## config.mk

```make
export PLATFORM = sky130hd
export DESIGN_NAME = sync_fifo_param
export DESIGN_NICKNAME = d
export VERILOG_FILES = /design/src/rtl/fifo_pkg.sv /design/src/rtl/fifo_regfile.sv /design/src/rtl/sync_fifo_param.sv
export SDC_FILE = /design/constraint.sdc
export NUM_CORES = 1
export LEC_CHECK = 0
export CAP_MARGIN = 20
export CORE_UTILIZATION = 58
export CTS_CLUSTER_SIZE = 30
export DETAILED_ROUTE_END_ITERATION = 16
export PLACE_DENSITY = 0.91
export SETUP_SLACK_MARGIN = 0.15
export SLEW_MARGIN = 20
export SYNTH_ARGS = -nofsm -noshare
export SYNTH_HDL_FRONTEND = slang
export SYNTH_SLANG_ARGS = --single-unit
export TNS_END_PERCENT = 30
```

## constraint.sdc

```tcl
create_clock -name clk -period 4.4 [get_ports clk]
set_clock_uncertainty 0.15 [all_clocks]
set_input_delay 0.88 -clock clk [delete_from_list [all_inputs] [get_ports clk]]
set_output_delay 0.88 -clock clk [all_outputs]
set_load 0.005 [all_outputs]
```

## src/rtl/fifo_pkg.sv

```systemverilog
// Shared types and sizing helpers for the single-clock and CDC FIFO family.
package fifo_pkg;

    typedef struct packed {
        logic overflow;
        logic underflow;
    } fifo_err_t;

    function automatic int unsigned ptr_width(input int unsigned depth);
        return (depth > 32'd1) ? $clog2(depth) : 32'd1;
    endfunction

    // Occupancy needs one extra bit so that a full FIFO (count == DEPTH) is representable.
    function automatic int unsigned cnt_width(input int unsigned depth);
        return $clog2(depth) + 32'd1;
    endfunction

endpackage

```

## src/rtl/fifo_regfile.sv

```systemverilog
// DATA_WIDTH x DEPTH storage: one synchronous write port, one asynchronous read port.
module fifo_regfile #(
    parameter int DATA_WIDTH = 37,
    parameter int DEPTH      = 4,
    parameter int ADDR_W     = 2
) (
    input  logic                  clk,
    input  logic                  we,
    input  logic [ADDR_W-1:0]     waddr,
    input  logic [DATA_WIDTH-1:0] wdata,
    input  logic [ADDR_W-1:0]     raddr,
    output logic [DATA_WIDTH-1:0] rdata
);

    logic [DATA_WIDTH-1:0] mem_r [DEPTH];

    // Storage is deliberately not reset; readers gate the output while empty.
    always_ff @(posedge clk) begin
        if (we) begin
            mem_r[waddr] <= wdata;
        end
    end

    assign rdata = mem_r[raddr];

endmodule

```

## src/rtl/sync_fifo_param.sv

```systemverilog
// Single-clock show-ahead FIFO with occupancy count, thresholds, flush and sticky error flags.
module sync_fifo_param
    import fifo_pkg::*;
#(
    parameter int DATA_WIDTH = 37,
    parameter int DEPTH      = 4,
    parameter int AF_LEVEL   = DEPTH - 1,
    parameter int AE_LEVEL   = 1
) (
    input  logic                          clk,
    input  logic                          rstn,
    input  logic                          push,
    input  logic [DATA_WIDTH-1:0]         din,
    output logic                          full,
    input  logic                          pop,
    output logic [DATA_WIDTH-1:0]         dout,
    output logic                          empty,
    output logic                          almost_full,
    output logic                          almost_empty,
    output logic [cnt_width(DEPTH)-1:0]   count,
    input  logic                          flush,
    input  logic                          clr_err,
    output logic                          overflow,
    output logic                          underflow
);

    localparam int PTR_W = ptr_width(DEPTH);
    localparam int CNT_W = cnt_width(DEPTH);

    logic [PTR_W-1:0]      wr_ptr_r;
    logic [PTR_W-1:0]      rd_ptr_r;
    logic [CNT_W-1:0]      count_r;
    fifo_err_t             err_r;
    logic                  push_ok_s;
    logic                  pop_ok_s;
    logic [DATA_WIDTH-1:0] rdata_s;

    // Status flags decode straight from the count register so they track it with no lag.
    assign full         = (count_r == CNT_W'(DEPTH));
    assign empty        = (count_r == {CNT_W{1'b0}});
    assign almost_full  = (count_r >= CNT_W'(AF_LEVEL));
    assign almost_empty = (count_r <= CNT_W'(AE_LEVEL));
    assign count        = count_r;
    assign overflow     = err_r.overflow;
    assign underflow    = err_r.underflow;

    assign push_ok_s = push && !full && !flush;
    assign pop_ok_s  = pop && !empty && !flush;

    fifo_regfile #(
        .DATA_WIDTH (DATA_WIDTH),
        .DEPTH      (DEPTH),
        .ADDR_W     (PTR_W)
    ) u_regfile (
        .clk   (clk),
        .we    (push_ok_s),
        .waddr (wr_ptr_r),
        .wdata (din),
        .raddr (rd_ptr_r),
        .rdata (rdata_s)
    );

    // Show-ahead output: head entry while occupied, zero otherwise.
    always_comb begin
        if (empty) begin
            dout = {DATA_WIDTH{1'b0}};
        end else begin
            dout = rdata_s;
        end
    end

    // Pointer and occupancy update; flush outranks any push/pop in the same cycle.
    always_ff @(posedge clk or negedge rstn) begin
        if (!rstn) begin
            wr_ptr_r <= {PTR_W{1'b0}};
            rd_ptr_r <= {PTR_W{1'b0}};
            count_r  <= {CNT_W{1'b0}};
        end else if (flush) begin
            wr_ptr_r <= {PTR_W{1'b0}};
            rd_ptr_r <= {PTR_W{1'b0}};
            count_r  <= {CNT_W{1'b0}};
        end else begin
            if (push_ok_s) begin
                wr_ptr_r <= wr_ptr_r + PTR_W'(1);
            end
            if (pop_ok_s) begin
                rd_ptr_r <= rd_ptr_r + PTR_W'(1);
            end
            case ({push_ok_s, pop_ok_s})
                2'b10:   count_r <= count_r + CNT_W'(1);
                2'b01:   count_r <= count_r - CNT_W'(1);
                default: count_r <= count_r;
            endcase
        end
    end

    // Sticky error flags: a new event in the same cycle as clr_err keeps the flag set.
    always_ff @(posedge clk or negedge rstn) begin
        if (!rstn) begin
            err_r <= '{overflow: 1'b0, underflow: 1'b0};
        end else begin
            err_r.overflow  <= (push && full && !flush)  || (err_r.overflow  && !clr_err);
            err_r.underflow <= (pop  && empty && !flush) || (err_r.underflow && !clr_err);
        end
    end

endmodule

```

Word level (Yosys, flattened, before mapping)

Memories as Yosys holds them, arrays and structs flattened.
Index checks and enable logic that the tools add are counted.

Add/subtract/negate cells: 4
Order comparisons: 2
Eq/ne operators: 3
Multiplexer cells: 9
Reductions and logical operators: 20

Operators by type and width:

| kind                | number |
|---|---|
| $mux 37             | 1 |
| $logic_and 1x1->1   | 10 |
| $mux 2              | 4 |
| $pmux 3 s2          | 1 |
| $add 2x1->2 const B | 2 |
| $logic_not 1->1     | 4 |
| $reduce_bool 2->1   | 2 |
| $add 3x1->3 const B | 1 |
| $eq 3x3->1 const B  | 1 |
| $ge 3x2->1 const B  | 1 |
| $le 3x1->1 const B  | 1 |
| $logic_not 3->1     | 1 |
| $mux 3              | 1 |
| $reduce_bool 3->1   | 1 |
| $sub 3x1->3 const B | 1 |
| $eq 2x1->1 const B  | 1 |
| $eq 2x2->1 const B  | 1 |
| $logic_or 1x1->1    | 2 |
| $mux 1              | 2 |

Flip-flop bits (word level): 9
Memory bits (writable): 148
Input port bits: 43
Output and inout port bits: 46
Logic and storage cells: 44
Memories kept: 1

Memory list:

| name            | depth | bits a word | read ports | clocked after memory_dff | wr ports | RTL line           | text |
|---|---|---|---|---|---|---|---|
| u_regfile.mem_r | 4     | 37          | 1          | 0                        | 1        | fifo_regfile.sv:15 | `logic [DATA_WIDTH-1:0] mem_r [DEPTH];` |

Longest topological paths before layout

Gate-level depths: netlist of the first run.

Word-level depth: 7
Mapped depth: 7
Gate-level depth less buffers: 6

Hierarchy

A second synthesis of the first run with hierarchy kept.

Cells, all modules: 301
Area total of the unflattened synthesis: 6256.0 sq um

Modules (own cells, without submodules):

| module          | instances | cells an instance | area each (sq um) | sequential area each (sq um) |
|---|---|---|---|---|
| fifo_regfile    | 1         | 197               | 5426.5            | 4444.3 |
| sync_fifo_param | 1         | 104               | 829.5             | 225.2 |

Least setup slack after synthesis of the first run

OpenSTA, ideal clock, no wires.

Path kind: input to register
Start point: in flush
End point: mem u_regfile.mem_r[0][0], enable pin
Library setup time: 0.398 ns
Arrival: 2.426 ns
Required time: 3.852 ns
Setup slack: 1.426 ns
Stages on the path: 4
Buffers on the path: 1
Path through: buf_2 nand2b_1 a21oi_1 and2_1

Cells in the longest elaborated chain, start to end: 4

RTL lines:

| item                         | RTL line              | text |
|---|---|---|
| start: declaration           | sync_fifo_param.sv:21 | `input logic flush,` |
| $logic_not 1->1              | sync_fifo_param.sv:47 | `assign push_ok_s = push && !full && !flush;` |
| $logic_and 1x1->1            | sync_fifo_param.sv:47 |  |
| $mux 1                       | fifo_regfile.sv:19    | `if (we) begin` |
| $mux 1 (implied by the code) | fifo_regfile.sv:20    | `mem_r[waddr] <= wdata;` |
| end: declaration             | fifo_regfile.sv:15    |  |

Every way passes these cells.

Worst setup path in the final report of the first run

Start point: reg rd_ptr_r[0]
End point: out dout[18]

Cells in the longest elaborated chain, start to end: 2

RTL lines:

| item                     | RTL line              | text |
|---|---|---|
| start: declaration       | sync_fifo_param.sv:31 | `logic [PTR_W-1:0] rd_ptr_r;` |
| start signal: assignment | sync_fifo_param.sv:76 | `rd_ptr_r <= {PTR_W{1'b0}};` |
| start signal: assignment | sync_fifo_param.sv:80 | `rd_ptr_r <= {PTR_W{1'b0}};` |
| start signal: assignment | sync_fifo_param.sv:87 | `rd_ptr_r <= rd_ptr_r + PTR_W'(1);` |
| $mem_v2 4x37             | --                    |  |
| $mux 37                  | sync_fifo_param.sv:65 | `if (empty) begin` |
| end: declaration         | sync_fifo_param.sv:16 | `output logic [DATA_WIDTH-1:0] dout,` |

Every way passes these cells.

==> flow_summary.json, run 1 <==
{
  "static-leakage-power_nw": 2.60,
  "netlist_instances": 311,
  "drc_errors": 0,
  "synthesis.area_per_instance_um2": 20.1,
  "die_width_um": 106,
  "number_of_cts_inserted_buffers": 17,
  "yosysUniqueCellTypes": 29,
  "drv_cap": 0,
  "critical_path_arrival_ns": 2.82,
  "post_cts_resize_count": 0,
  "power.total_w": 0.00436,
  "slowest_stage_cell_crit_path": "dfrtp_2",
  "synth_largest_type_area_fraction_pct": 71.1,
  "vias_per_cell": 5.78,
  "numPortBuffers": 88,
  "hold_viol_final": 0,
  "grt_max_degree": 43,
  "worst_hold_path.num_cells": 1,
  "setup_violations": 0,
  "layout-drive-gt1-share_pct": 19.6,
  "tritoncts_num_sinks": 157,
  "yosysSeqAreaShare_pct": 74.7,
  "min_period_over_period_pct": 87.5,
  "power_share_of_the_clock_group_pct": 31.5,
  "routabilityCongestion": 0.764,
  "estimated_wirelength_of_the_detail_placed_design_mm": 7.47,
  "routed_wire_length_per_instance_um": 21.5,
  "comb_power_share_pct": 26.3,
  "first_pass_grt_wire_length_mm": 18.4,
  "outcome": "finished, final reports clean",
  "synth_warnings": 0,
  "reg2regPathDepth": 5,
  "power.ir.vdd_worst_uv": 329,
  "route.final.wire_length_mm": 12.0,
  "power_share_of_the_sequential_group_pct": 42.1,
  "fin_crit_ns": 3.85,
  "timing.setup.critical_path_class": "register to output pin",
  "timing.hold.ws_ns": 0.349,
  "clock_path_buffers": 2,
  "floorplan.initialDensity_pct": 60.3,
  "clock.fmax_ghz": 0.260,
  "grt.total_usage_pct": 23.3,
  "antenna_found_initial": 0,
  "floorplan.rows": 37,
  "power_density_over_cell_area_mw_per_mm2": 554,
  "finish.instance_area_mm2": 0.00787,
  "area_growth_syn_to_layout_pct": 25.8,
  "cts_tree": "yes",
  "worstPathMaxFanout": 20,
  "grt_remaining_overflow": 0,
  "max_slew_margin_pct": 36.7,
  "route.vias.total": 3238,
  "cts.hold.buffers_added": 0,
  "worstPathRequired_ns": 3.37,
  "dr.pass1.iters": 4,
  "switching_power_w": 0.00111,
  "crit_chain": "buf_12 -> mux4_2 -> and2_1 -> clkdlybuf4s50_1",
  "number_of_global_route_vias_before_repair": 3425,
  "htree_num_levels": 4,
  "cts_root_buffer": "clkbuf_8",
  "layout_common_cells": "edfxtp_1, clkdlybuf4s50_1, mux4_2, and2_1, clkbuf_16",
  "clock_latency_late_sink_ns": 0.52,
  "ys_seq_elements": 157,
  "final-max-slew-violation-count": 0,
  "timing_worst_slew_pin_value_ns": 0.950,
  "layout.nets": 463,
  "crit_path_start_kind": "register",
  "critPathCaptureType": "output pin",
  "hold_path_class": "register to register",
  "syn-cell-area_mm2": 0.00625,
  "floorplan.io_pins": 89,
  "postPlaceCellArea_mm2": 0.00730,
  "power.switching_fraction_pct": 25.4,
  "internal_power_w": 0.00325,
  "critPathMaxStageDelay_ns": 0.83,
  "die_h_um": 106,
  "most_common_cell_after_layout_fill_and_taps_aside": "edfxtp_1",
  "clk_pin_slew_worst_paths_ns": 0.07,
  "diodes": 0,
  "post_cts_buffers": 0,
  "ys_top_cells_by_area": "edfxtp_1, mux4_2, and2_1, dfrtp_1, ha_1",
  "core_area_mm2": 0.0104,
  "first_iter_violations": 145,
  "utilization_pct": 75.8,
  "synth_area_leader_cell": "edfxtp_1",
  "ant_nets": 0,
  "mappedNetlistNets": 363,
  "unrepaired_setup_endpoints_after_global_routing": "no",
  "total_die_area_mm2": 0.0112,
  "post_route_setup_tns_ns": 0
}
critical path: cells and delay by family (launching register included):
| kind | cells | cell delay, ns |
|---|---|---|
| buffers and inverters | 2 | 0.74 |
| flip-flops | 1 | 0.83 |
| multiplexers | 1 | 0.54 |
| AND/OR/NAND/NOR | 1 | 0.18 |
metal layers:
layer	global-route usage, %	vias to the layer above	wire length, um	share of wire [%]
met5	0	-	0	0
met4	10.6	0	344	2.9
met3	5.26	30	535	4.4
met2	40.6	115	6670	55
met1	27.6	1668	4480	37
li1	-	1425	-	-
Yosys cell counts:
library cell / count
ha_1: 9
buf_2: 6
a32o_1: 1
nand3_1: 3
mux2i_1: 1
o221ai_1: 1
a22o_1: 1
a221oi_1: 1
edfxtp_1: 148
o211a_1: 1
nor2b_1: 1
and2_1: 41
xor2_1: 2
nor2_1: 9
clkbuf_1: 5
dfrtp_1: 9
nand2b_1: 3
mux4_2: 37
nand2_1: 4
o211ai_1: 1
nor3b_1: 1
a21oi_1: 6
inv_1: 10
xnor2_1: 2
o2bb2ai_1: 1
buf_4: 3
o21ai_0: 1
buf_6: 2
maj3_2: 1
sequential cells by signal, summed over array words and instances, names as in the netlist:
signal           cells
overflow             1
rd_ptr_r             2
count                3
u_regfile.mem_r    148
wr_ptr_r             2
underflow            1
path summary, 6_finish.rpt:
check | startpoint | end | slack (ns)
max | rd_ptr_r[0] | dout[18] | 0.55
min | underflow | underflow | 0.35
max reg2reg | count[1] | u_regfile.mem_r[2][26] | 1.75
min reg2reg | underflow | underflow | 0.35
max in group asynchronous | rstn | rd_ptr_r[0] | 3.25
min in group asynchronous | rstn | underflow | 0.52
stage by stage:
| stage | setup WS [ns] | cells |
|---|---|---|
| 2_1_floorplan | 1.43 | 311 |
| 3_3_place_gp | 0.986 | 528 |
| 3_5_place_dp | 0.982 | 528 |
| 4_1_cts | 0.486 | 560 |
| 5_1_grt | 0.376 | 560 |
| 6_report | 0.551 | 560 |
power groups by stage:
| stage | Clock (W) | Sequential (W) | Combinational (W) |
|---|---|---|---|
| after floorplan | 0 | 0.00179 | 0.000653 |
| after detailed placement | 0 | 0.00187 | 0.00115 |
| final | 0.00137 | 0.00184 | 0.00115 |
| after CTS | 0.00139 | 0.00184 | 0.00116 |
| after global routing | 0.00145 | 0.00185 | 0.00125 |
| after global placement | 0 | 0.00186 | 0.00112 |
logic make-up after synthesis:
family	count (synthesis)	share of synthesized area [%]
AND/OR/NAND/NOR	62	5.64
AO/OA/AOI/OAI	14	1.56
XOR/XNOR	4	0.560
buffers and inverters	26	2.10
multiplexers	38	13.5
flip-flops	157	74.7
adder cells (fa/ha/maj)	10	1.98
final cells by class:
class / instances / area, um^2
Clock inverter: 13 / 143
Sequential cell: 157 / 4670
Tap cell: 136 / 170
Timing Repair Buffer: 97 / 961
Inverter: 10 / 37.5
Multi-Input combinational cell: 128 / 1460
Fill cell: 584 / 2500
Clock buffer: 19 / 422
Note: power is estimated with default switching activity, not from simulation.
==> run 2, diff against run 1 <==
--- a/config.mk
+++ b/config.mk
@@ -5,11 +5,13 @@
 export SDC_FILE = /design/constraint.sdc
 export NUM_CORES = 1
 export LEC_CHECK = 0
+export ABC_CLOCK_PERIOD_IN_PS = 4400
 export CAP_MARGIN = 20
-export CORE_UTILIZATION = 58
+export CORE_UTILIZATION = 55
 export CTS_CLUSTER_SIZE = 30
 export DETAILED_ROUTE_END_ITERATION = 16
-export PLACE_DENSITY = 0.91
+export GPL_TIMING_DRIVEN = 0
+export PLACE_DENSITY = 0.87
 export SETUP_SLACK_MARGIN = 0.15
 export SLEW_MARGIN = 20
 export SYNTH_ARGS = -nofsm -noshare
==> flow_summary.json, run 2 (same netlist as run 1, synthesis figures left out) <==
{
  "rrSetupSlack_ns": 1.64,
  "layout-drive-gt1-share_pct": 20.1,
  "timing.setup.critical_path_class": "register to output pin",
  "setup_violations": 0,
  "drc_errors": 0,
  "area_growth_syn_to_layout_pct": 27.4,
  "routabilityCongestion": 0.823,
  "clk_pin_slew_worst_paths_ns": 0.06,
  "first_iter_violations": 178,
  "reg2regPathDepth": 5,
  "post_cts_resize_count": 0,
  "final_critical_path_setup_slack_ns": 0.678,
  "timing_worst_slew_pin_value_ns": 0.712,
  "power.ir.vdd_worst_uv": 291,
  "total_die_area_mm2": 0.0118,
  "hold_viol_final": 0,
  "clock.fmax_ghz": 0.269,
  "number_of_global_route_vias_before_repair": 3330,
  "crit_chain": "inv_1 -> ha_1 -> nand2b_1 -> clkbuf_1 -> and2_1 -> clkdlybuf4s50_1",
  "worstPathRequired_ns": 3.37,
  "filler_cell_count": 672,
  "route.final.wire_length_mm": 11.6,
  "min-delay-start": "underflow",
  "die_h_um": 109,
  "ant_nets": 0,
  "grt_remaining_overflow": 0,
  "crit_path_start_kind": "register",
  "numPortBuffers": 85,
  "floorplan.initialDensity_pct": 57.2,
  "registers.top_by_ff_count": "u_regfile.mem_r",
  "floorplan.io_pins": 89,
  "max_slew_margin_pct": 52.6,
  "layout_common_cells": "edfxtp_1, clkdlybuf4s50_1, mux4_2, and2_1, clkbuf_16",
  "static-leakage-power_nw": 2.68,
  "number_of_cts_inserted_buffers": 17,
  "core_area_mm2": 0.0109,
  "critPathMaxStageDelay_ns": 0.51,
  "cts_root_buffer": "clkbuf_16",
  "route.vias.total": 3191,
  "clock_latency_late_sink_ns": 0.41,
  "antenna_found_initial": 0,
  "most_common_cell_after_layout_fill_and_taps_aside": "edfxtp_1",
  "critPathCaptureType": "output pin",
  "cts_tree": "yes",
  "layout.nets": 471,
  "hold_path_end": "underflow",
  "routed_wire_length_per_instance_um": 20.2,
  "diodes": 0,
  "die_width_um": 109,
  "vias_per_cell": 5.58,
  "post_route_setup_tns_ns": 0,
  "power_density_over_cell_area_mw_per_mm2": 559,
  "critical_path_arrival_ns": 2.69,
  "grt.total_usage_pct": 21.7,
  "tritoncts_num_sinks": 157,
  "htree_num_levels": 4,
  "grt_max_degree": 25,
  "dr.pass1.iters": 4,
  "utilization_pct": 72.9,
  "floorplan.rows": 38,
  "estimated_wirelength_of_the_detail_placed_design_mm": 7.45,
  "min_period_over_period_pct": 84.6,
  "unrepaired_setup_endpoints_after_global_routing": "no",
  "regToRegStartpoint": "count[1]",
  "fin_crit_ns": 3.72,
  "final-max-slew-violation-count": 0,
  "drv_cap": 0,
  "worst_hold_path.num_cells": 1,
  "outcome": "finished, final reports clean",
  "post_cts_buffers": 0,
  "largest_register_ff_count": 148,
  "hold_path_class": "register to register",
  "placement.setup.worst_slack_ns": 1.12,
  "cts.hold.buffers_added": 0,
  "first_pass_grt_wire_length_mm": 17.9,
  "slowest_stage_cell_crit_path": "clkdlybuf4s50_1",
  "clock_path_buffers": 2,
  "regToRegEndpoint": "u_regfile.mem_r[1][16]",
  "worstPathMaxFanout": 10
}
## run 2: cell types whose count changed in the layout (fill, tap and decap cells not counted), sizes merged
| cell | before | now |
|---|---|---|
| buf | 9 | 15 |
| clkdlybuf4s50 | 88 | 85 |
| clkinv | 2 | 4 |
| clkbuf | 19 | 27 |
| inv | 12 | 11 |
| clkinvlp | 7 | 3 |
## run 2: worst max-delay path: cells and delay by family, from the launching register on
family,cells,cell delay [ns]
buffers and inverters,3,1.06
AND/OR/NAND/NOR,2,0.47
flip-flops,1,0.46
adder cells (fa/ha/maj),1,0.29
## run 2: where the power goes
| part | internal [W] | switching [W] |
|---|---|---|
| sequential | 0.00173 | 0.0000383 |
| combinational | 0.000738 | 0.000518 |
| clock | 0.000879 | 0.000553 |
| total | 0.00335 | 0.00111 |
## run 2: how the worst max path moves through the flow
stage               slack (ns)  startpoint                endpoint  cells past startpoint
floorplan                 1.43       flush   u_regfile.mem_r[0][0]                      4
global placement          0.60       flush  u_regfile.mem_r[2][10]                      4
detailed placement        1.12    count[0]                dout[27]                      6
CTS                       0.66    count[0]                dout[27]                      6
global route              0.50    count[0]                dout[27]                      6
finish                    0.68    count[1]                dout[27]                      6
## run 2: final cells by class
class                   instances  area [um^2]  share of cell area, %
plain buffers                  16         93.8                   1.18
clock inverters                10          115                   1.44
clock buffers                  22          474                   5.95
well taps                     140          175                   2.20
inverters                      10         37.5                  0.471
multi-input cells             128         1460                   18.3
repair buffers                 89          946                   11.9
flip-flops and latches        157         4670                   58.6
## run 2: through the flow
step	total power [W]	hold slack, ns	area (um^2)	cells
after floorplan	0.00245	0.329	6250	311
after global placement	0.00302	0.324	7280	536
after detailed placement	0.00306	0.331	7380	540
after CTS	0.00450	0.345	7970	572
after global routing	0.00465	0.366	7970	572
final	0.00446	0.339	7970	572
## run 2: layer usage
layer  routed length [um]  GRT usage, %  vias to the layer above
met4                  194          9.36                        0
met1                 4700          26.9                     1640
met5                    0             0                        -
met2                 6150          36.1                       96
met3                  535          5.86                       15
li1                     -             -                     1440
==> run 3, diff against run 2 <==
--- a/config.mk
+++ b/config.mk
@@ -5,13 +5,13 @@
 export SDC_FILE = /design/constraint.sdc
 export NUM_CORES = 1
 export LEC_CHECK = 0
-export ABC_CLOCK_PERIOD_IN_PS = 4400
+export ABC_CLOCK_PERIOD_IN_PS = 3600
 export CAP_MARGIN = 20
-export CORE_UTILIZATION = 55
+export CORE_UTILIZATION = 54
 export CTS_CLUSTER_SIZE = 30
 export DETAILED_ROUTE_END_ITERATION = 16
 export GPL_TIMING_DRIVEN = 0
-export PLACE_DENSITY = 0.87
+export PLACE_DENSITY = 0.86
 export SETUP_SLACK_MARGIN = 0.15
 export SLEW_MARGIN = 20
 export SYNTH_ARGS = -nofsm -noshare
==> constraint.sdc (replaced) <==
create_clock -name clk -period 3.6 [get_ports clk]
set_clock_uncertainty 0.15 [all_clocks]
set_input_delay 0.72 -clock clk [delete_from_list [all_inputs] [get_ports clk]]
set_output_delay 0.72 -clock clk [all_outputs]
set_load 0.005 [all_outputs]
==> flow_summary.json, run 3 (same netlist as run 1, synthesis figures left out) <==
{
  "outcome": "finished, final reports clean",
  "most_common_cell_after_layout_fill_and_taps_aside": "edfxtp_1",
  "critPathCaptureType": "output pin",
  "first_iter_violations": 178,
  "fin_crit_ns": 3.26,
  "drv_cap": 0,
  "clk_pin_slew_worst_paths_ns": 0.06,
  "routabilityCongestion": 0.777,
  "switching_power_w": 0.00136,
  "grt_max_degree": 22,
  "worstPathRequired_ns": 2.73,
  "diodes": 0,
  "setup_violations": 0,
  "number_of_cts_inserted_buffers": 17,
  "clock_path_buffers": 2,
  "comb_power_share_pct": 28.8,
  "layout_common_cells": "edfxtp_1, clkdlybuf4s50_1, mux4_2, and2_1, clkbuf_16",
  "area_growth_syn_to_layout_pct": 27.2,
  "worst_hold_path.num_cells": 1,
  "final-seq-area_mm2": 0.00467,
  "power.total_w": 0.00541,
  "critPathMaxStageDelay_ns": 0.51,
  "worstPathMaxFanout": 10,
  "floorplan.rows": 38,
  "rrSetupSlack_ns": 0.93,
  "total_die_area_mm2": 0.0120,
  "first_pass_grt_wire_length_mm": 17.9,
  "filler_cell_count": 681,
  "regToRegEndpoint": "u_regfile.mem_r[3][31]",
  "crit_path_start_kind": "register",
  "number_of_global_route_vias_before_repair": 3384,
  "reg2regPathDepth": 5,
  "static-leakage-power_nw": 2.67,
  "min-delay-start": "underflow",
  "registers.top_by_ff_count": "u_regfile.mem_r",
  "power_share_of_the_clock_group_pct": 31.2,
  "die_h_um": 110,
  "post_route_setup_tns_ns": 0,
  "layout.nets": 471,
  "crit_chain": "inv_1 -> ha_1 -> nand2b_2 -> buf_2 -> and2_1 -> clkdlybuf4s50_1",
  "timing_worst_slew_pin_value_ns": 0.653,
  "timing.setup.critical_path_class": "register to output pin",
  "layout-drive-gt1-share_pct": 20.8,
  "htree_num_levels": 4,
  "ant_nets": 0,
  "slowest_stage_cell_crit_path": "clkdlybuf4s50_1",
  "placed_cells_incl_taps": 540,
  "hold_path_end": "underflow",
  "cts_root_buffer": "clkbuf_16",
  "power.switching_fraction_pct": 25.2,
  "tritoncts_num_sinks": 157,
  "antenna_found_initial": 0,
  "drc_errors": 0,
  "grt.total_usage_pct": 21.6,
  "hold_viol_final": 0,
  "clock_latency_late_sink_ns": 0.41,
  "regToRegStartpoint": "count[0]",
  "post_cts_buffers": 0,
  "routed_wire_length_per_instance_um": 20.6,
  "min_period_over_period_pct": 90.4,
  "cts.hold.buffers_added": 0,
  "numPortBuffers": 85,
  "max_slew_margin_pct": 56.4,
  "route.vias.total": 3254,
  "grt_remaining_overflow": 0,
  "area_of_combinational_cells_with_multiple_inputs_mm2": 0.00146,
  "unrepaired_setup_endpoints_after_global_routing": "no",
  "non_filler_instance_count_after_layout": 572,
  "largest_register_ff_count": 148,
  "power_share_of_the_sequential_group_pct": 40.0,
  "critical_path_arrival_ns": 2.39,
  "hold_path_class": "register to register",
  "vias_per_cell": 5.69,
  "estimated_wirelength_of_the_detail_placed_design_mm": 7.33,
  "power.ir.vdd_worst_uv": 443,
  "cts_tree": "yes",
  "floorplan.initialDensity_pct": 56.4,
  "dr.pass1.iters": 4,
  "route.final.wire_length_mm": 11.8,
  "internal_power_w": 0.00405,
  "die_width_um": 110,
  "power_density_over_cell_area_mw_per_mm2": 680,
  "clock.fmax_ghz": 0.307,
  "final-max-slew-violation-count": 0,
  "floorplan.io_pins": 89,
  "core_area_mm2": 0.0111
}
==> run 3: cell count changes in the layout (fill, tap and decap cells not counted), sizes merged <==
| cell | change |
|---|---|
| clkinv | +1 |
| buf | +1 |
| clkbuf | -2 |
==> run 3: worst max path at each step <==
stage | to | start | slack (ns) | cells after the start
5_1_grt | dout[10] | count[0] | 0.17 | 6
4_1_cts | dout[23] | count[1] | 0.05 | 6
3_5_place_dp | dout[3] | count[1] | 0.37 | 6
6_report | dout[14] | count[0] | 0.34 | 6
2_1_floorplan | u_regfile.mem_r[0][0] | flush | 0.79 | 4
3_3_place_gp | u_regfile.mem_r[0][8] | flush | -0.01 | 4
==> run 3: worst max-delay path: cells and delay by family, from the launching register on <==
| family | cells | cell delay (ns) |
|---|---|---|
| adders and majority gates | 1 | 0.29 |
| DFF | 1 | 0.43 |
| buffers and inverters | 3 | 0.87 |
| and+or+nand+nor | 2 | 0.37 |
==> run 3: power groups by stage <==
stage | logic (W) | registers, W | clock network, W
floorplan | 0.000798 | 0.00219 | 0
global placement | 0.00150 | 0.00220 | 0
detailed placement | 0.00155 | 0.00220 | 0
CTS | 0.00158 | 0.00216 | 0.00171
global route | 0.00170 | 0.00217 | 0.00179
finish | 0.00156 | 0.00216 | 0.00169
==> run 3: cell type report <==
type | instances | share of cell area (%)
Buffer | 16 | 1.31
Clock buffer | 21 | 5.54
Clock inverter | 11 | 1.49
Inverter | 10 | 0.472
Multi-Input combinational cell | 128 | 18.4
Sequential cell | 157 | 58.7
Tap cell | 140 | 2.20
Timing Repair Buffer | 89 | 11.9
==> run 3: per-stage QoR <==
stage | cell area (um^2) | hold WS [ns] | worst slack [ns] | util, %
after floorplan | 6250 | 0.274 | 0.786 | -
after global placement | 7280 | 0.324 | -0.0129 | 65.7
after detailed placement | 7380 | 0.342 | 0.373 | 66.6
after CTS | 7950 | 0.359 | 0.0469 | 71.7
after global routing | 7950 | 0.378 | 0.172 | 71.8
final | 7950 | 0.358 | 0.344 | 71.8
==> run 3: per-layer routing <==
layer  up-vias  wire (um)  track usage [%]
li1       1444          -                -
met1      1681       4670             26.8
met2       113       6310             35.8
met3        16        601             5.63
met4         0        183             10.4
met5         -          0                0
==> run 3: what timing repair did <==
item,4_1_cts,5_1_grt
gates resized for setup,5,5
cloned,0,0
setup endpoints to repair,38,38
